**src/rtl/gb_pkg.sv**
```systemverilog
// Shared definitions for the core: regfile indices, write-enable encodings
// and the stack sequencer state type.
package gb_pkg;

  localparam logic [3:0] REG_B   = 4'd0;
  localparam logic [3:0] REG_C   = 4'd1;
  localparam logic [3:0] REG_D   = 4'd2;
  localparam logic [3:0] REG_E   = 4'd3;
  localparam logic [3:0] REG_H   = 4'd4;
  localparam logic [3:0] REG_L   = 4'd5;
  localparam logic [3:0] REG_A   = 4'd6;
  localparam logic [3:0] REG_F   = 4'd7;

  localparam logic [3:0] PAIR_BC = 4'd0;
  localparam logic [3:0] PAIR_DE = 4'd2;
  localparam logic [3:0] PAIR_HL = 4'd4;
  localparam logic [3:0] PAIR_AF = 4'd6;
  localparam logic [3:0] REG_SP  = 4'd8;

  localparam logic [1:0] WE_NONE = 2'b00;
  localparam logic [1:0] WE_PAIR = 2'b11;

  typedef enum logic [2:0] {
    ST_IDLE,
    ST_PUSH_HI,
    ST_PUSH_LO,
    ST_POP_LO,
    ST_POP_HI,
    ST_WB,
    ST_DONE
  } stack_state_t;

endpackage

```
**src/rtl/stack_seq_if.sv**
```systemverilog
// Bundle of control, regfile and memory-bus signals around the stack sequencer.
// master = the sequencer, slave = decoder/regfile/memory side.
interface stack_seq_if;

  logic        start;
  logic        op;
  logic [3:0]  pair;
  logic [15:0] sp_in;
  logic        busy;
  logic        done;
  logic [15:0] sp_out;
  logic        sp_we;

  logic [3:0]  rf_rd_reg;
  logic [7:0]  rf_rd_hi;
  logic [7:0]  rf_rd_lo;
  logic [1:0]  rf_wr_en;
  logic [3:0]  rf_wr_reg;
  logic [15:0] rf_wr_data;
  logic        rf_wr_flag;
  logic [7:0]  rf_flag_data;

  logic [15:0] mem_addr;
  logic [7:0]  mem_wdata;
  logic        mem_we;
  logic        mem_re;
  logic [7:0]  mem_rdata;
  logic        mem_ready;

  modport master (
    input  start, op, pair, sp_in, rf_rd_hi, rf_rd_lo, mem_rdata, mem_ready,
    output busy, done, sp_out, sp_we, rf_rd_reg, rf_wr_en, rf_wr_reg,
           rf_wr_data, rf_wr_flag, rf_flag_data, mem_addr, mem_wdata,
           mem_we, mem_re
  );

  modport slave (
    output start, op, pair, sp_in, rf_rd_hi, rf_rd_lo, mem_rdata, mem_ready,
    input  busy, done, sp_out, sp_we, rf_rd_reg, rf_wr_en, rf_wr_reg,
           rf_wr_data, rf_wr_flag, rf_flag_data, mem_addr, mem_wdata,
           mem_we, mem_re
  );

endinterface

```
**src/rtl/stack_seq.sv**
```systemverilog
// PUSH rr / POP rr sequencer: moves a regfile pair to/from memory as two byte
// transfers around SP and returns the updated SP.
module stack_seq #(
  parameter logic [3:0] PAIR_AF   = 4'd6,
  parameter logic [7:0] FLAG_MASK = 8'hF0
) (
  input  logic         clk,
  input  logic         rst,
  stack_seq_if.master  bus
);
  import gb_pkg::*;

  stack_state_t r_state;
  stack_state_t w_next;

  logic [15:0] r_sp;
  logic [15:0] r_sp_out;
  logic [3:0]  r_pair;
  logic [7:0]  r_lo;
  logic [7:0]  r_hi;

  logic [15:0] w_mem_addr;
  logic [7:0]  w_mem_wdata;
  logic        w_mem_we;
  logic        w_mem_re;
  logic [1:0]  w_rf_wr_en;
  logic [3:0]  w_rf_wr_reg;
  logic [15:0] w_rf_wr_data;
  logic        w_rf_wr_flag;
  logic [7:0]  w_rf_flag_data;
  logic        w_done;
  logic        w_sp_we;

  // NOTE: sequential state is updated with non-blocking assignments so every
  // flop samples pre-edge values regardless of process ordering.
  always_ff @(posedge clk or negedge rst) begin
    if (!rst) r_state <= ST_IDLE;
    else      r_state <= w_next;
  end

  always_ff @(posedge clk or negedge rst) begin
    if (!rst) begin
      r_sp     <= '0;
      r_sp_out <= '0;
      r_pair   <= '0;
      r_lo     <= '0;
      r_hi     <= '0;
    end else begin
      unique case (r_state)
        ST_IDLE: begin
          if (bus.start) begin
            r_sp   <= bus.sp_in;
            r_pair <= bus.pair & 4'hE;
          end
        end
        ST_PUSH_LO: begin
          if (bus.mem_ready) r_sp_out <= r_sp - 16'd2;
        end
        ST_POP_LO: begin
          if (bus.mem_ready) r_lo <= bus.mem_rdata;
        end
        ST_POP_HI: begin
          if (bus.mem_ready) begin
            r_hi     <= bus.mem_rdata;
            r_sp_out <= r_sp + 16'd2;
          end
        end
        default: ;
      endcase
    end
  end

  // NOTE: every signal written here gets a default first, so no path through
  // the case leaves one unassigned and no latch is inferred.
  always_comb begin
    w_next         = r_state;
    w_mem_addr     = '0;
    w_mem_wdata    = '0;
    w_mem_we       = 1'b0;
    w_mem_re       = 1'b0;
    w_rf_wr_en     = WE_NONE;
    w_rf_wr_reg    = '0;
    w_rf_wr_data   = '0;
    w_rf_wr_flag   = 1'b0;
    w_rf_flag_data = '0;
    w_done         = 1'b0;
    w_sp_we        = 1'b0;

    unique case (r_state)
      ST_IDLE: begin
        if (bus.start) w_next = bus.op ? ST_POP_LO : ST_PUSH_HI;
      end
      // Regfile read is combinational, so the pair bytes go straight to the bus.
      ST_PUSH_HI: begin
        w_mem_we    = 1'b1;
        w_mem_addr  = r_sp - 16'd1;
        w_mem_wdata = bus.rf_rd_hi;
        if (bus.mem_ready) w_next = ST_PUSH_LO;
      end
      ST_PUSH_LO: begin
        w_mem_we    = 1'b1;
        w_mem_addr  = r_sp - 16'd2;
        w_mem_wdata = bus.rf_rd_lo;
        if (bus.mem_ready) w_next = ST_DONE;
      end
      ST_POP_LO: begin
        w_mem_re   = 1'b1;
        w_mem_addr = r_sp;
        if (bus.mem_ready) w_next = ST_POP_HI;
      end
      ST_POP_HI: begin
        w_mem_re   = 1'b1;
        w_mem_addr = r_sp + 16'd1;
        if (bus.mem_ready) w_next = ST_WB;
      end
      ST_WB: begin
        w_rf_wr_en   = WE_PAIR;
        w_rf_wr_reg  = r_pair;
        w_rf_wr_data = {r_hi, r_lo};
        if (r_pair == PAIR_AF) begin
          w_rf_wr_flag   = 1'b1;
          w_rf_flag_data = r_lo & FLAG_MASK;
        end
        w_next = ST_DONE;
      end
      ST_DONE: begin
        w_done  = 1'b1;
        w_sp_we = 1'b1;
        w_next  = ST_IDLE;
      end
      default: w_next = ST_IDLE;
    endcase
  end

  assign bus.busy         = (r_state != ST_IDLE);
  assign bus.done         = w_done;
  assign bus.sp_we        = w_sp_we;
  assign bus.sp_out       = r_sp_out;
  assign bus.rf_rd_reg    = r_pair;
  assign bus.rf_wr_en     = w_rf_wr_en;
  assign bus.rf_wr_reg    = w_rf_wr_reg;
  assign bus.rf_wr_data   = w_rf_wr_data;
  assign bus.rf_wr_flag   = w_rf_wr_flag;
  assign bus.rf_flag_data = w_rf_flag_data;
  assign bus.mem_addr     = w_mem_addr;
  assign bus.mem_wdata    = w_mem_wdata;
  assign bus.mem_we       = w_mem_we;
  assign bus.mem_re       = w_mem_re;

endmodule

```
**src/flat_wrapper.sv**
```systemverilog
// flat-port wrapper written by rule: the top's interface ports become plain ports
module stack_seq_flat import gb_pkg::*;
#(
  parameter logic [3:0] PAIR_AF   = 4'd6,
  parameter logic [7:0] FLAG_MASK = 8'hF0
)
  (clk, rst, bus_start, bus_op, bus_pair, bus_sp_in, bus_rf_rd_hi, bus_rf_rd_lo, bus_mem_rdata, bus_mem_ready, bus_busy, bus_done, bus_sp_out, bus_sp_we, bus_rf_rd_reg, bus_rf_wr_en, bus_rf_wr_reg, bus_rf_wr_data, bus_rf_wr_flag, bus_rf_flag_data, bus_mem_addr, bus_mem_wdata, bus_mem_we, bus_mem_re);
  stack_seq_if bus_i ();
  input  logic clk;
  input  logic rst;
  input wire logic [$bits(bus_i.start)-1:0] bus_start;
  input wire logic [$bits(bus_i.op)-1:0] bus_op;
  input wire logic [$bits(bus_i.pair)-1:0] bus_pair;
  input wire logic [$bits(bus_i.sp_in)-1:0] bus_sp_in;
  input wire logic [$bits(bus_i.rf_rd_hi)-1:0] bus_rf_rd_hi;
  input wire logic [$bits(bus_i.rf_rd_lo)-1:0] bus_rf_rd_lo;
  input wire logic [$bits(bus_i.mem_rdata)-1:0] bus_mem_rdata;
  input wire logic [$bits(bus_i.mem_ready)-1:0] bus_mem_ready;
  output wire logic [$bits(bus_i.busy)-1:0] bus_busy;
  output wire logic [$bits(bus_i.done)-1:0] bus_done;
  output wire logic [$bits(bus_i.sp_out)-1:0] bus_sp_out;
  output wire logic [$bits(bus_i.sp_we)-1:0] bus_sp_we;
  output wire logic [$bits(bus_i.rf_rd_reg)-1:0] bus_rf_rd_reg;
  output wire logic [$bits(bus_i.rf_wr_en)-1:0] bus_rf_wr_en;
  output wire logic [$bits(bus_i.rf_wr_reg)-1:0] bus_rf_wr_reg;
  output wire logic [$bits(bus_i.rf_wr_data)-1:0] bus_rf_wr_data;
  output wire logic [$bits(bus_i.rf_wr_flag)-1:0] bus_rf_wr_flag;
  output wire logic [$bits(bus_i.rf_flag_data)-1:0] bus_rf_flag_data;
  output wire logic [$bits(bus_i.mem_addr)-1:0] bus_mem_addr;
  output wire logic [$bits(bus_i.mem_wdata)-1:0] bus_mem_wdata;
  output wire logic [$bits(bus_i.mem_we)-1:0] bus_mem_we;
  output wire logic [$bits(bus_i.mem_re)-1:0] bus_mem_re;
  assign bus_i.start = bus_start;
  assign bus_i.op = bus_op;
  assign bus_i.pair = bus_pair;
  assign bus_i.sp_in = bus_sp_in;
  assign bus_i.rf_rd_hi = bus_rf_rd_hi;
  assign bus_i.rf_rd_lo = bus_rf_rd_lo;
  assign bus_i.mem_rdata = bus_mem_rdata;
  assign bus_i.mem_ready = bus_mem_ready;
  assign bus_busy = bus_i.busy;
  assign bus_done = bus_i.done;
  assign bus_sp_out = bus_i.sp_out;
  assign bus_sp_we = bus_i.sp_we;
  assign bus_rf_rd_reg = bus_i.rf_rd_reg;
  assign bus_rf_wr_en = bus_i.rf_wr_en;
  assign bus_rf_wr_reg = bus_i.rf_wr_reg;
  assign bus_rf_wr_data = bus_i.rf_wr_data;
  assign bus_rf_wr_flag = bus_i.rf_wr_flag;
  assign bus_rf_flag_data = bus_i.rf_flag_data;
  assign bus_mem_addr = bus_i.mem_addr;
  assign bus_mem_wdata = bus_i.mem_wdata;
  assign bus_mem_we = bus_i.mem_we;
  assign bus_mem_re = bus_i.mem_re;
  stack_seq #(.PAIR_AF(PAIR_AF), .FLAG_MASK(FLAG_MASK)) u_core (.clk(clk), .rst(rst), .bus(bus_i));
endmodule
```
**config.mk**
```make
export PLATFORM = sky130hd
export DESIGN_NAME = stack_seq_flat
export DESIGN_NICKNAME = d
export VERILOG_FILES = /design/src/rtl/gb_pkg.sv /design/src/rtl/stack_seq_if.sv /design/src/rtl/stack_seq.sv /design/src/flat_wrapper.sv
export SDC_FILE = /design/constraint.sdc
export NUM_CORES = 1
export LEC_CHECK = 0
export CAP_MARGIN = 30
export CORE_MARGIN = 3
export CORE_UTILIZATION = 50
export CTS_CLUSTER_DIAMETER = 200
export DETAILED_ROUTE_END_ITERATION = 10
export PLACE_DENSITY = 0.85
export SYNTH_ARGS = -nofsm -noshare
export SYNTH_HDL_FRONTEND = slang
export SYNTH_SLANG_ARGS = --single-unit
export TNS_END_PERCENT = 20
```
**constraint.sdc**
```tcl
create_clock -name clk -period 9.97 [get_ports clk]
set_input_delay 1.4955 -clock clk [delete_from_list [all_inputs] [get_ports clk]]
set_output_delay 1.4955 -clock clk [all_outputs]
set_load 0.05 [all_outputs]
```
==> results of run 1 <==
[synth_stat cells, types with 3 or more instances]
| master | number | area [µm²] |
|---|---|---|
| ha_1 | 22 | 275.3 |
| o211ai_1 | 3 | 22.52 |
| and3_1 | 26 | 162.7 |
| a21o_1 | 7 | 52.55 |
| nand2b_1 | 5 | 31.28 |
| nor2_1 | 32 | 120.1 |
| mux2_2 | 33 | 371.6 |
| xor2_1 | 19 | 166.4 |
| inv_1 | 11 | 41.29 |
| o21ai_0 | 27 | 135.1 |
| a22oi_1 | 10 | 75.07 |
| a21oi_1 | 17 | 85.08 |
| nor2b_1 | 4 | 25.02 |
| a31oi_1 | 5 | 31.28 |
| xnor2_1 | 22 | 192.7 |
| nand3_1 | 9 | 45.04 |
| buf_4 | 9 | 67.56 |
| clkbuf_1 | 22 | 82.58 |
| mux2i_1 | 3 | 30.03 |
| o32ai_1 | 3 | 26.28 |
| dfrtp_1 | 54 | 1351 |
| o22ai_1 | 15 | 93.84 |
| nor4_1 | 3 | 18.77 |
| nor3_1 | 7 | 35.03 |
| buf_2 | 5 | 25.02 |
| o21bai_1 | 3 | 22.52 |
| nand2_1 | 39 | 146.4 |
| or3_1 | 3 | 18.77 |
| and2_1 | 6 | 37.54 |
[final cells by class]
type	count	area, µm²	share of cell area, %
Sequential cell	54	1351	25.19
Timing Repair Buffer	126	1251	23.33
Clock buffer	5	68.82	1.283
Clock inverter	3	28.78	0.5365
Tap cell	102	127.6	2.379
Multi-Input combinational cell	354	2491	46.44
Inverter	12	45.04	0.8397
[worst min-delay path by stage]
stage	endpoint	cells after the start	from	slack, ps
2_1_floorplan	u_core.r_lo[0]$_DFFE_PN0P_	1	u_core.r_lo[0]$_DFFE_PN0P_	470
3_3_place_gp	u_core.bus.sp_out[12]$_DFFE_PN0P_	2	u_core.bus.sp_out[12]$_DFFE_PN0P_	470
3_5_place_dp	u_core.bus.sp_out[12]$_DFFE_PN0P_	2	u_core.bus.sp_out[12]$_DFFE_PN0P_	470
4_1_cts	u_core.bus.sp_out[12]$_DFFE_PN0P_	2	u_core.bus.sp_out[12]$_DFFE_PN0P_	490
5_1_grt	u_core.bus.sp_out[13]$_DFFE_PN0P_	2	u_core.bus.sp_out[13]$_DFFE_PN0P_	530
6_report	u_core.bus.sp_out[12]$_DFFE_PN0P_	2	u_core.bus.sp_out[12]$_DFFE_PN0P_	490
[routing by layer]
| layer | vias to the layer above | global-route usage [%] | part of all wire (%) |
|---|---|---|---|
| li1 | 1797 | - | - |
| met4 | 0 | 5.806 | 1.4 |
| met5 | - | 0 | 0 |
| met3 | 14 | 6.724 | 9.5 |
| met1 | 1762 | 28.56 | 40 |
| met2 | 155 | 42.50 | 49 |
[worst min-delay path: cells and delay by family (launching register included)]
| kind | cells | cell delay (ps) |
|---|---|---|
| flops | 1 | 360 |
| simple gates | 1 | 50 |
| compound gates | 1 | 60 |
[logic make-up (layout without fill, tap and decap cells)]
group                      count (synthesis)  count (layout)
and+or+nand+nor                          148             148
AOI/OAI and AO/OA                        100             100
DFF                                       54              54
buffers and inverters                     51             146
xor gates and xnor gates                  41              41
muxes                                     36              36
adders and majority gates                 23              23
other                                      1               6
[through the flow]
step	hold slack [ps]	area [µm²]
6_report	486.6	5364
5_1_grt	529.3	5364
4_1_cts	494.1	5349
3_5_place_dp	469.9	5251
3_3_place_gp	465.1	5251
2_1_floorplan	471.2	4086
==> results.yml, run 1 <==
status:
  status: "finished clean"
yosys:
  synth_simple_gate_area_share_pct: 19.04
  synth_top_family_by_area: "simple AND/OR/NAND/NOR gates"
  yosys-mux-area-fraction_pct: 9.874
  ys_ff_latch: 54
  synthFlopType: "dfrtp_1"
  ys_warn_count: 0
  synth_cell_types: 52
  synth_edf_count: 0
  synth_xor_area_share_pct: 8.828
  synth_compound_area_share_pct: 15.63
  synth_area_um2: 4068
  synth_cells: 454
  synth_seq_area_share_pct: 33.22
  syn_area_per_cell_um2: 8.960
  synthAdderAreaFrac_pct: 7.259
  synthArstFlopShare_pct: 100.0
detailed_routing:
  drt-initial-drc-count: 152
  drc_errors: 0
  vias: 3728
  drt.antenna.violating_nets: 0
  routed_wl_um: 11030
  wl_per_cell_um: 16.81
  firstDrtPassIters: 4
  vias_per_cell: 5.683
timing:
  setup_slack_ps: 3404
  hold_viol_final: 0
  rsz0062_at_grt: "false"
  period_share_pct: 65.86
  maxSlewViolCount: 0
  finalSetupTns_ps: 0
  finClkSkew_ps: 12.76
  fmax_mhz: 152.3
  relSlewSlack_pct: 37.78
  worst_pin_slew_ps: 931.1
  min_period_ps: 6566
  finalSetupViolCount: 0
clock_tree:
  cts_sinks: 54
  cts_tree: "yes"
  clk_pin_slew_ps: 110
  clock_latency_ps: 330
  cts_hold_buffers: 0
  cts_resized: 0
  clockBufferDepth: 2
  cts.htree.levels: 2
  post-cts-setup-buffer-count: 0
  cts-buffers-inserted: 5
  root_buffer: "clkbuf_8"
global_route:
  grt_pass1_vias: 3668
  antenna_found_initial: 0
  grt_max_degree: 55
  gr-total-overflow: 0
  track_usage_pct: 24.00
  grt_first_pass_wirelength_um: 17420
setup_path:
  worstPathRequired_ps: 8470
  r2r_end: "u_core.bus.sp_out[10]$_DFFE_PN0P_"
  crit_chain: "nor2_1, nand2_1, ha_1, nand2_1, o211ai_1, o211ai_1, or3b_2, and3_1, or2_2, o221ai_1, clkdlybuf4s50_1"
  r2r_start: "u_core.r_state[0]$_DFFE_PN0P_"
  arrival_ps: 5070
  path_delay_family: "simple AND/OR/NAND/NOR gates"
  critPathKind: "reg -> out"
  reg2reg_depth: 9
  rrSetupSlack_ps: 6700
  cpPeakStageDelay_ps: 880
  cp-startpoint: "u_core.r_state[0]$_DFFE_PN0P_"
  crit_end: "bus_mem_addr[15]"
  cp_slowest_cell: "clkdlybuf4s50_1"
  crit_cells: 11
  critPathLaunchType: "flop"
  path_max_fanout: 24
  endpoint_kind: "primary output"
  path_buf_inv: 1
final_layout:
  nFillCells: 640
  final_cell_mix: "clkdlybuf4s50_1, dfrtp_1, nand2_1, mux2_2, nor2_1"
  drive_above_1_share_pct: 10.65
  synthToLayoutAreaGrowth_pct: 31.87
  final_util_pct: 68.70
  layout_commonest_cell: "clkdlybuf4s50_1"
  finalNonFillerCells: 656
  diodes: 0
  fin_nets: 625
floorplan:
  rows: 32
  die_x_um: 96.20
  pin_count: 129
  die_h_um: 96.20
  initial_core_util_pct: 52.10
  dieArea_um2: 9253
  core_um2: 7807
placed_design:
  port_buffers: 121
  dp_slack_ps: 3816
  dpl.hpwl_um: 8236
  place_inst: 647
  place.gp.congestion: 0.8600
hold_path:
  hold_path_class: "reg -> reg"
run:
  maxCapViolations: 0
Power of run 1 is left out: the tool's default activity adds up to more than one toggle a clock period on the data nets, which glitch-free logic cannot reach.
==> run 2, diff against run 1 <==
CORE_UTILIZATION = 43   (was 50)
PLACE_DENSITY = 0.78   (was 0.85)
clock period = 5.4 ns   (was 9.97 ns; I/O delays follow)
==> run 2 against run 1 <==
Net effect:
- sequential cell count did not move
- non-clock buffer count rose by 2
- routed wire length rose by 0.61%
- hold slack got worse by 1.3 ps
- setup slack got worse by 3000 ps
- sequential share of layout area fell by 0.082 points
- cell area rose by 0.33%
- clock skew fell by 3.8 ps
- critical path depth did not move
- register-to-register slack got worse by 4200 ps
- critical path type unchanged
- largest cell class unchanged
==> results.yml, run 2 (synthesized netlist as in run 1, its figures left out) <==
status:
  status: "finished clean"
floorplan:
  die_h_um: 103.3
  dieArea_um2: 10660
  initial_core_util_pct: 45.53
  core_um2: 8934
  die_x_um: 103.3
  pin_count: 129
  rows: 34
clock_tree:
  post-cts-setup-buffer-count: 0
  root_buffer: "clkbuf_8"
  clock_latency_ps: 320
  clockBufferDepth: 2
  clk_pin_slew_ps: 110
  cts-buffers-inserted: 5
  cts_tree: "yes"
  cts_resized: 0
  cts.htree.levels: 2
  cts_hold_buffers: 0
  cts_sinks: 54
global_route:
  grt_pass1_vias: 3703
  track_usage_pct: 20.99
  grt_first_pass_wirelength_um: 17840
  antenna_found_initial: 0
  gr-total-overflow: 0
  grt_max_degree: 55
final_layout:
  final_cell_area_um2: 5381
  final_cell_mix: "clkdlybuf4s50_1, dfrtp_1, nand2_1, mux2_2, nor2_1"
  drive_above_1_share_pct: 12.59
  diodes: 0
  fin_nets: 627
  layout_commonest_cell: "clkdlybuf4s50_1"
  synthToLayoutAreaGrowth_pct: 32.30
  nFillCells: 760
placed_design:
  dpl.hpwl_um: 8433
  port_buffers: 121
  place.gp.congestion: 0.8813
  postPlaceCellArea_um2: 5284
run:
  maxCapViolations: 0
setup_path:
  path_delay_family: "simple AND/OR/NAND/NOR gates"
  crit_chain: "nor2_1, nand2_1, ha_1, nand2_1, o211ai_1, o211ai_1, or3b_2, and3_1, or2_2, o221ai_1, buf_12"
  critPathLaunchType: "flop"
  critPathKind: "reg -> out"
  cpPeakStageDelay_ps: 590
  path_buf_inv: 1
  path_max_fanout: 17
  arrival_ps: 4140
  cp_slowest_cell: "ha_1"
  endpoint_kind: "primary output"
  worstPathRequired_ps: 4590
detailed_routing:
  drt.antenna.violating_nets: 0
  firstDrtPassIters: 4
  wl_per_cell_um: 16.71
  vias: 3701
  routed_wl_um: 11100
  drc_errors: 0
  vias_per_cell: 5.574
  drt-initial-drc-count: 163
timing:
  relSlewSlack_pct: 51.63
  finalSetupTns_ps: 0
  finClkSkew_ps: 8.954
  worst_pin_slew_ps: 722.9
  rsz0062_at_grt: "false"
  timing.hold.ws_ps: 485.3
  period_share_pct: 91.71
  hold_viol_final: 0
  finalSetupViolCount: 0
  fmax_mhz: 201.9
  maxSlewViolCount: 0
  min_period_ps: 4952
hold_path:
  hold_path_class: "reg -> reg"
## run 2: routing by layer
metal | share of wire (%) | vias up | GRT usage [%]
met5 | 0 | - | 0
met4 | 1.1 | 0 | 5.279
met3 | 8.6 | 9 | 6.640
met2 | 47 | 126 | 35.96
met1 | 43 | 1769 | 25.65
li1 | - | 1797 | -
## run 2: worst paths after layout
path                                                   start                                 to  slack (ps)  cells after the start
setup / recovery               u_core.r_state[1]$_DFFE_PN0P_                   bus_mem_addr[15]         450                     11
hold / removal             u_core.bus.sp_out[12]$_DFFE_PN0P_  u_core.bus.sp_out[12]$_DFFE_PN0P_         490                      2
setup reg to reg               u_core.r_state[1]$_DFFE_PN0P_  u_core.bus.sp_out[15]$_DFFE_PN0P_        2540                      9
hold reg to reg            u_core.bus.sp_out[12]$_DFFE_PN0P_  u_core.bus.sp_out[12]$_DFFE_PN0P_         490                      2
max in group asynchronous                                rst         u_core.r_lo[1]$_DFFE_PN0P_        4320                      2
min in group asynchronous                                rst         u_core.r_sp[7]$_DFFE_PN0P_         590                      2
## run 2: cell type report
cell class | instances | area, µm² | area share [%]
Clock buffer | 5 | 68.82 | 1.279
Clock inverter | 3 | 28.78 | 0.5348
Inverter | 12 | 45.04 | 0.8370
Multi-Input combinational cell | 354 | 2491 | 46.29
Sequential cell | 54 | 1351 | 25.11
Tap cell | 108 | 135.1 | 2.511
Timing Repair Buffer | 128 | 1261 | 23.44
## run 2: worst reg2reg max path, cell delays in order (launching register included)
cell and delay, ps:
dfrtp_1 550, nor2_1 250, nand2_1 470, inv_2 330
and4_1 270, nand2_1 90, nor3_1 330, a31oi_1 160
xnor2_1 210, o21ai_1 80
## run 2: stage by stage
step                util [%]  setup WS [ps]  instances
floorplan                  -          846.2        459
global placement       59.15          891.0        656
detailed placement     59.15          823.4        656
CTS                    60.24          447.4        664
global route           60.24          136.7        664
finish                 60.24          447.6        664
Power of run 2 is left out for the same reason.
==> run 3, diff against run 2 <==
PLACE_DENSITY = default   (was 0.78)
PLACE_DENSITY_LB_ADDON = 0.05   (was default)
==> run 3 against run 2 <==
Net effect:
- setup slack worse by 18 ps
- register-to-register slack got worse by 140 ps
- critical path type unchanged
- via count shrank 2.2%
- utilization up 0.36 points
- die area unchanged
- highest routed layer unchanged
==> results.yml, run 3 (synthesized netlist as in run 1, its figures left out) <==
timing:
  worst_pin_slew_ps: 770.8
  finalSetupViolCount: 0
  relSlewSlack_pct: 48.42
  setup_slack_ps: 429.2
  min_period_ps: 4971
  finalSetupTns_ps: 0
  hold_viol_final: 0
  fmax_mhz: 201.2
  maxSlewViolCount: 0
  rsz0062_at_grt: "false"
  period_share_pct: 92.05
  finClkSkew_ps: 9.101
setup_path:
  cp_slowest_cell: "ha_1"
  path_buf_inv: 1
  cpPeakStageDelay_ps: 590
  critPathKind: "reg -> out"
  path_delay_family: "simple AND/OR/NAND/NOR gates"
  critPathLaunchType: "flop"
  crit_chain: "nor2_1, nand2_1, ha_1, nand2_1, o211ai_1, o211ai_1, or3b_2, and3_1, or2_2, o221ai_1, buf_12"
  endpoint_kind: "primary output"
  path_max_fanout: 19
  arrival_ps: 4160
  worstPathRequired_ps: 4590
placed_design:
  dp_slack_ps: 824.9
  dpl.hpwl_um: 7934
  place_inst: 657
  place.gp.congestion: 0.8327
  port_buffers: 121
detailed_routing:
  vias: 3618
  drt-initial-drc-count: 88
  routed_wl_um: 10760
  vias_per_cell: 5.441
  drc_errors: 0
  firstDrtPassIters: 6
  wl_per_cell_um: 16.18
  drt.antenna.violating_nets: 0
final_layout:
  fin_nets: 628
  drive_above_1_share_pct: 12.57
  diodes: 0
  layout_commonest_cell: "clkdlybuf4s50_1"
  synthToLayoutAreaGrowth_pct: 33.10
  finalNonFillerCells: 665
  final_cell_mix: "clkdlybuf4s50_1, dfrtp_1, nand2_1, mux2_2, nor2_1"
floorplan:
  pin_count: 129
  core_um2: 8934
  rows: 34
  die_x_um: 103.3
  die_h_um: 103.3
  dieArea_um2: 10660
  initial_core_util_pct: 45.53
global_route:
  grt_first_pass_wirelength_um: 17490
  grt_max_degree: 55
  track_usage_pct: 20.56
  antenna_found_initial: 0
  grt_pass1_vias: 3551
  gr-total-overflow: 0
clock_tree:
  cts_tree: "yes"
  clock_latency_ps: 310
  post-cts-setup-buffer-count: 0
  cts-buffers-inserted: 5
  cts.htree.levels: 2
  clockBufferDepth: 2
  clk_pin_slew_ps: 100
  cts_hold_buffers: 0
  cts_sinks: 54
  root_buffer: "clkbuf_8"
  cts_resized: 0
run:
  maxCapViolations: 0
status:
  status: "finished clean"
hold_path:
  hold_path_class: "reg -> reg"
## run 3: cell count changes in the layout (fill, tap and decap cells not counted)
cell	before	now
clkbuf_1	0	1
buf_12	2	3
clkinvlp_4	0	1
inv_8	1	0
clkinv_4	2	0
bufinv_16	0	1
## run 3: area by class of cell
cell class                      instances  area (µm²)
Clock buffer                            6       72.57
Clock inverter                          2       37.54
Fill cell                             818        3520
Inverter                               12       45.04
Multi-Input combinational cell        354        2491
Sequential cell                        54        1351
Tap cell                              108       135.1
Timing Repair Buffer                  129        1281
## run 3: final timing paths
path                                                   startpoint                                end  slack [ps]  cells after the start
max in group asynchronous                                     rst         u_core.r_sp[1]$_DFFE_PN0P_        4290                      2
worst min register to register  u_core.bus.sp_out[11]$_DFFE_PN0P_  u_core.bus.sp_out[11]$_DFFE_PN0P_         490                      2
min in group asynchronous                                     rst         u_core.r_sp[8]$_DFFE_PN0P_         610                      2
worst max register to register      u_core.r_state[1]$_DFFE_PN0P_  u_core.bus.sp_out[15]$_DFFE_PN0P_        2400                     10
worst max-delay path                u_core.r_state[1]$_DFFE_PN0P_                   bus_mem_addr[15]         430                     11
worst min-delay path            u_core.bus.sp_out[11]$_DFFE_PN0P_  u_core.bus.sp_out[11]$_DFFE_PN0P_         490                      2
## run 3: worst min-delay path, cell delays in order (launching register included)
cell and delay, ps:
dfrtp_1 350, nand2_1 40, o21ai_0 60
## run 3: layer usage
layer,part of all wire (%),GRT usage (%),vias to the layer above,routed length (µm)
met1,44,26.04,1712,4752
met5,0,0,-,0
met3,5.9,5.231,12,640
met2,48,35.13,95,5208
li1,-,-,1799,-
met4,1.5,5.080,0,158
## run 3: through the flow
stage,util [%],instance area (µm²),hold WS [ps]
2_1_floorplan,-,4086,471.2
5_1_grt,60.60,5414,512.8
4_1_cts,60.60,5414,494.4
6_report,60.60,5414,485.8
3_5_place_dp,59.37,5304,469.6
3_3_place_gp,59.37,5304,464.0
Power of run 3 is left out for the same reason.
